**src/rtl/fp32_pkg.sv**
```systemverilog
// Shared binary32 constants and the sigmoid_backward FSM state type.
// The forward sigmoid and the backward block import the same definitions.
package fp32_pkg;

  localparam int unsigned SIGN_W   = 1;
  localparam int unsigned EXP_W    = 8;
  localparam int unsigned FRAC_W   = 23;
  localparam int unsigned EXP_BIAS = 127;

  localparam logic [31:0] FP_ONE  = 32'h3F80_0000;
  localparam logic [31:0] FP_QNAN = 32'h7FC0_0000;

  typedef enum logic [2:0] {
    StIdle,
    StSub,
    StMul1,
    StMul2,
    StDone
  } state_e;

endpackage

```
**src/rtl/fp32_mul.sv**
```systemverilog
// Combinational binary32 multiplier: round-to-nearest-even, denormals flushed to signed zero,
// canonical quiet NaN for NaN operands and 0 * Inf, signed Inf on overflow.
//   a_i, b_i : binary32 operands
//   y_o      : binary32 product
module fp32_mul
  import fp32_pkg::*;
(
  input  logic [31:0] a_i,
  input  logic [31:0] b_i,
  output logic [31:0] y_o
);

  logic              sign;
  logic [EXP_W-1:0]  ea, eb;
  logic [FRAC_W-1:0] fa, fb;
  logic              a_zero, b_zero, a_inf, b_inf, a_nan, b_nan;
  logic [47:0]       prod;
  logic [23:0]       mant;
  logic              guard, sticky, round_up;
  logic [24:0]       mant_r;
  logic signed [9:0] exp_r;
  logic [22:0]       frac;

  assign sign   = a_i[31] ^ b_i[31];
  assign ea     = a_i[30:23];
  assign eb     = b_i[30:23];
  assign fa     = a_i[22:0];
  assign fb     = b_i[22:0];
  // Exponent zero covers both true zero and flushed denormals.
  assign a_zero = (ea == 8'h00);
  assign b_zero = (eb == 8'h00);
  assign a_inf  = (ea == 8'hFF) && (fa == '0);
  assign b_inf  = (eb == 8'hFF) && (fb == '0);
  assign a_nan  = (ea == 8'hFF) && (fa != '0);
  assign b_nan  = (eb == 8'hFF) && (fb != '0);

  always_comb begin
    prod  = {24'b0, 1'b1, fa} * {24'b0, 1'b1, fb};
    exp_r = $signed({2'b00, ea}) + $signed({2'b00, eb}) - 10'sd127;

    // Product of two 1.x mantissas lies in [1, 4); normalise by at most one bit.
    if (prod[47]) begin
      mant   = prod[47:24];
      guard  = prod[23];
      sticky = |prod[22:0];
      exp_r  = exp_r + 10'sd1;
    end else begin
      mant   = prod[46:23];
      guard  = prod[22];
      sticky = |prod[21:0];
    end

    round_up = guard & (sticky | mant[0]);
    mant_r   = {1'b0, mant} + {24'b0, round_up};
    if (mant_r[24]) begin
      exp_r = exp_r + 10'sd1;
      frac  = mant_r[23:1];
    end else begin
      frac  = mant_r[22:0];
    end

    if (a_nan || b_nan || (a_inf && b_zero) || (b_inf && a_zero)) begin
      y_o = FP_QNAN;
    end else if (a_inf || b_inf) begin
      y_o = {sign, 8'hFF, 23'b0};
    end else if (a_zero || b_zero) begin
      y_o = {sign, 31'b0};
    end else if (exp_r >= 10'sd255) begin
      y_o = {sign, 8'hFF, 23'b0};
    end else if (exp_r <= 10'sd0) begin
      y_o = {sign, 31'b0};
    end else begin
      y_o = {sign, exp_r[7:0], frac};
    end
  end

endmodule

```
**src/rtl/sigmoid_backward.sv**
```systemverilog
// Sigmoid backward pass: out = g * s * (1 - s) in binary32, one transaction at a time.
// Sequence IDLE -> SUB (1 - s) -> MUL1 (s * oms) -> MUL2 (p * g) -> DONE (hold until taken).
//   clk, reset_n         : clock, asynchronous active-low reset
//   in_valid / in_ready  : operand handshake, s = sigmoid output, g = upstream gradient
//   out_valid / out_ready: result handshake, out = delta, err = s illegal (outside [0,1] or NaN)
module sigmoid_backward
  import fp32_pkg::*;
(
  input  logic        clk,
  input  logic        reset_n,
  input  logic        in_valid,
  output logic        in_ready,
  input  logic [31:0] s,
  input  logic [31:0] g,
  output logic        out_valid,
  input  logic        out_ready,
  output logic [31:0] out,
  output logic        err
);

  state_e      state_q, state_d;
  logic [31:0] s_q, s_d;
  logic [31:0] g_q, g_d;
  logic [31:0] oms_q, oms_d;
  logic [31:0] p_q, p_d;
  logic [31:0] out_q, out_d;
  logic        err_q, err_d;

  logic [31:0] mul_a, mul_b, mul_y;
  logic        s_bad;

  // 1 - s datapath signals.
  logic [7:0]   s_exp;
  logic [7:0]   align_sh;
  logic [151:0] s_wide;
  logic [26:0]  s_al, diff, norm;
  logic [4:0]   lz;
  logic [23:0]  oms_mant;
  logic         oms_rnd;
  logic [24:0]  oms_sum;
  logic [7:0]   oms_exp;
  logic [31:0]  oms_calc;

  // Negative nonzero, above 1.0, or NaN/Inf.
  assign s_bad = (s_q[31] && (s_q[30:0] != 31'b0)) ||
                 (!s_q[31] && (s_q > FP_ONE)) ||
                 (s_q[30:23] == 8'hFF);

  // Legal s lies in [2^-126, 1), so 1 - s is an exact-aligned subtract against 1.0.
  // Bit 26 of the 27-bit working value weighs 2^0; bits [2:0] are guard, round, sticky.
  always_comb begin
    s_exp    = s_q[30:23];
    align_sh = 8'd127 - s_exp;
    s_wide   = {1'b1, s_q[22:0], 128'b0} >> align_sh;
    s_al     = {s_wide[151:126], |s_wide[125:0]};
    diff     = 27'h400_0000 - s_al;

    lz = '0;
    for (int i = 0; i < 27; i++) begin
      if (diff[i]) lz = 5'(26 - i);
    end

    norm     = diff << lz;
    oms_mant = norm[26:3];
    oms_rnd  = norm[2] & ((|norm[1:0]) | norm[3]);
    oms_sum  = {1'b0, oms_mant} + {24'b0, oms_rnd};
    oms_exp  = 8'd127 - {3'b000, lz};

    if (s_exp == 8'd0) begin
      oms_calc = FP_ONE;
    end else if (s_exp >= 8'd127) begin
      // s = 1.0 gives +0; anything larger is illegal and its result is overridden.
      oms_calc = '0;
    end else if (oms_sum[24]) begin
      oms_calc = {1'b0, oms_exp + 8'd1, oms_sum[23:1]};
    end else begin
      oms_calc = {1'b0, oms_exp, oms_sum[22:0]};
    end
  end

  // Single multiplier shared by MUL1 and MUL2.
  assign mul_a = (state_q == StMul1) ? s_q   : p_q;
  assign mul_b = (state_q == StMul1) ? oms_q : g_q;

  fp32_mul u_mul (
    .a_i (mul_a),
    .b_i (mul_b),
    .y_o (mul_y)
  );

  always_comb begin
    state_d = state_q;
    s_d     = s_q;
    g_d     = g_q;
    oms_d   = oms_q;
    p_d     = p_q;
    out_d   = out_q;
    err_d   = err_q;

    unique case (state_q)
      StIdle: begin
        if (in_valid) begin
          s_d     = s;
          g_d     = g;
          state_d = StSub;
        end
      end
      StSub: begin
        oms_d   = oms_calc;
        state_d = StMul1;
      end
      StMul1: begin
        p_d     = mul_y;
        state_d = StMul2;
      end
      StMul2: begin
        out_d   = s_bad ? FP_QNAN : mul_y;
        err_d   = s_bad;
        state_d = StDone;
      end
      StDone: begin
        if (out_ready) state_d = StIdle;
      end
      default: state_d = StIdle;
    endcase
  end

  always_ff @(posedge clk or negedge reset_n) begin
    if (!reset_n) begin
      state_q <= StIdle;
    end else begin
      state_q <= state_d;
    end
  end

  always_ff @(posedge clk or negedge reset_n) begin
    if (!reset_n) begin
      s_q   <= '0;
      g_q   <= '0;
      oms_q <= '0;
      p_q   <= '0;
      out_q <= '0;
      err_q <= 1'b0;
    end else begin
      s_q   <= s_d;
      g_q   <= g_d;
      oms_q <= oms_d;
      p_q   <= p_d;
      out_q <= out_d;
      err_q <= err_d;
    end
  end

  assign in_ready  = (state_q == StIdle);
  assign out_valid = (state_q == StDone);
  assign out       = out_q;
  assign err       = err_q;

endmodule

```
**config.mk**
```make
export PLATFORM = sky130hd
export DESIGN_NAME = sigmoid_backward
export DESIGN_NICKNAME = d
export VERILOG_FILES = /design/src/rtl/fp32_pkg.sv /design/src/rtl/fp32_mul.sv /design/src/rtl/sigmoid_backward.sv
export SDC_FILE = /design/constraint.sdc
export NUM_CORES = 2
export LEC_CHECK = 0
export CAP_MARGIN = 5
export CORE_MARGIN = 4
export CORE_UTILIZATION = 30
export DETAILED_ROUTE_END_ITERATION = 6
export HOLD_SLACK_MARGIN = 0.08
export PLACE_DENSITY_LB_ADDON = 0.2
export SYNTH_ARGS = -nofsm -noshare
export SYNTH_HDL_FRONTEND = slang
export SYNTH_SLANG_ARGS = --single-unit
```
**constraint.sdc**
```tcl
create_clock -name clk -period 39.7 [get_ports clk]
set_input_delay 7.94 -clock clk [delete_from_list [all_inputs] [get_ports clk]]
set_output_delay 7.94 -clock clk [all_outputs]
set_load 0.1 [all_outputs]
```
==> reports/qor.yml <==
status:
  outcome: "complete, no violations"
floorplanning:
  num_rows: 124
  core-area_um2: 115000
  die_y_um: 348
  die_area_um2: 121000
  io_pins: 103
  start_util_pct: 30.3
  die_w_um: 348
synth:
  ys_types: 127
  synth-edff-count: 0
  ys_seq_area_share_pct: 11.7
  netlist.area_leader.share_pct: 27.8
  syn_avg_cell_area_um2: 8.20
  syn_nets: 4983
  syn_area_um2: 34800
  yosysWarningCount: 0
  synthFlopType: "dfrtp_1"
  netlist_top_cells_area: "fa_1 28%, dfrtp_1 12%, inv_1 6.9%, ha_1 6.8%, nand2_1 6.6%"
  synthCells: 4242
  synth-async-reset-ratio_pct: 100
  ys_seq_elements: 163
  synth_top_area_cell: "fa_1"
clock_tree:
  worstSkewPairLatency_ns: 0.48
  postCtsSetupRepairBufs: 0
  clkSlewWorstSetupHoldPaths_ns: 0.07
  cts_resized: 0
  htreeDepth: 4
  cts_root_buf: "clkbuf_16"
  cts_tree: "yes"
  clock-sinks: 163
  clock_path_buffers: 2
  cts_buffers: 17
  cts-hold-fix-buffers: 0
worst_setup_path:
  r2r_start: "state_q[0]"
  crit_path_start: "state_q[0]"
  cp-end-kind: "flop"
  cp-start-kind: "flop"
  crit_path_max_incr_delay_ns: 0.75
  slowest_stage: "buf_4"
  crit_top_cell: "fa_1"
  required_ns: 40.07
  critical_path_class: "reg -> reg"
  critPathMaxFanout: 62
  arrival_ns: 15.49
drt:
  drc: 0
  drt_iter0_drc: 2713
  drt-wirelength-per-cell_um: 22.6
  via_count: 30700
  postRouteAntennaNets: 0
  totalWireLength_um: 129000
  dr.pass1.iters: 6
  post_drt_via_cell_ratio: 5.36
sta:
  tightest_slew_ns: 1.10
  finalCritPeriodShare_pct: 38.1
  fmax_ghz: 0.0661
  whs_ns: 0.475
  slew_viol_final: 0
  finClkSkew_ns: 0.0274
  post-route-min-period_ns: 15.12
  setup_violations: 0
  rsz0062_at_grt: "false"
  slew_headroom_pct: 26.7
  setup_tns_ns: 0
  final_hold_viol_count: 0
hold_path:
  hold_start: "p_q[28]"
  hold_class: "reg -> reg"
placed_design:
  io_buffers: 102
  hpwl_um: 106000
  place.gp.congestion: 0.956
cells_and_area:
  nNetsFinal: 4942
  final_common_cell: "inv_1"
  final_cell_mix: "643 x inv_1, 609 x nand2_1, 483 x fa_1, 428 x nor2_1, 190 x ha_1"
  layout-drive-gt1-share_pct: 6.53
  nFillCells: 12100
  area_growth_pct: 8.34
grt:
  grt_use_total_pct: 21.1
  antenna_found_initial: 3
  grt-ovfl-total: 0
  grt_pass1_vias: 30800
  grt_start_max_net_pins: 72
  grt_pass1_wl_um: 197000
flow_run:
  drv_cap: 0
registers in the layout (all words and copies together) (netlist names):
register,cells
err,1
g_q,32
oms_q,31
out,32
p_q,32
s_q,32
state_q,3
cells by family (layout without fill, tap and decap cells):
family	Yosys count	after routing	synth area share [%]
adder cells (fa/ha/maj)	674	674	34.7
buffers and inverters	872	844	10.1
XOR/XNOR	131	131	3.30
flip-flops	163	163	11.7
other	0	1	0
multiplexers	180	180	6.23
AND/OR/NAND/NOR	1489	1489	19.5
AO/OA/AOI/OAI	733	733	14.5
area by class of cell:
| type | instances | area [um^2] | share of cell area [%] |
|---|---|---|---|
| inverter | 652 | 2450 | 6.51 |
| multi-input combinational | 3207 | 27200 | 72.3 |
| clock buffer | 18 | 429 | 1.14 |
| clock inverter | 14 | 133 | 0.352 |
| tap | 1512 | 1890 | 5.02 |
| antenna | 1 | 2.50 | 0.00664 |
| sequential | 163 | 4080 | 10.8 |
| timing repair buffer | 160 | 1460 | 3.87 |
critical path: cells and delay by family, from the launching register on:
kind	cells	cell delay [ns]
buffers and inverters	7	1.63
adder cells (fa/ha/maj)	9	4.06
AO/OA/AOI/OAI	13	3.55
flip-flops	1	0.42
AND/OR/NAND/NOR	17	5.28
layer usage:
metal | track usage, % | part of all wire, % | vias up
met5 | 0 | 0 | -
met4 | 7.29 | 3.8 | 0
met3 | 2.23 | 6.0 | 182
met2 | 33.6 | 45 | 1162
met1 | 29.8 | 45 | 15400
li1 | - | - | 13900
cell usage after synthesis, drive strengths merged (17+ instances only):
cell type / number
xor2: 36
o211ai: 42
o21ai: 158
o22ai: 27
nand3: 82
o31ai: 31
a21oi: 162
nand2b: 24
mux4: 17
nand4: 48
xnor2: 95
and3: 23
nor3: 80
a211oi: 39
ha: 190
or3: 18
a31oi: 27
nor2: 430
mux2: 79
clkbuf: 154
fa: 483
mux2i: 84
nand2: 612
nor2b: 22
dfrtp: 163
nor4: 33
a21o: 50
and2: 42
inv: 649
buf: 65
worst paths after layout:
check | cells past startpoint | slack, ns | to
min reg2reg | 2 | 0.48 | p_q[28]
min | 2 | 0.48 | p_q[28]
max reg2reg | 46 | 24.58 | out[17]
max in group asynchronous | 3 | 30.43 | out[13]
min in group asynchronous | 1 | 7.42 | s_q[30]
max | 46 | 24.58 | out[17]
per-stage QoR:
step | util (%) | area [um^2] | worst slack (ns) | std cells
floorplan | - | 34800 | 25.04 | 4242
global placement | 32.4 | 37100 | 24.97 | 5694
detailed placement | 32.4 | 37100 | 24.70 | 5694
CTS | 32.9 | 37700 | 24.67 | 5726
global route | 32.9 | 37700 | 23.49 | 5726
finish | 32.9 | 37700 | 24.58 | 5727
Power is not shown: default switching activity piles up to over one toggle a cycle in this logic, so the estimate is an artifact.
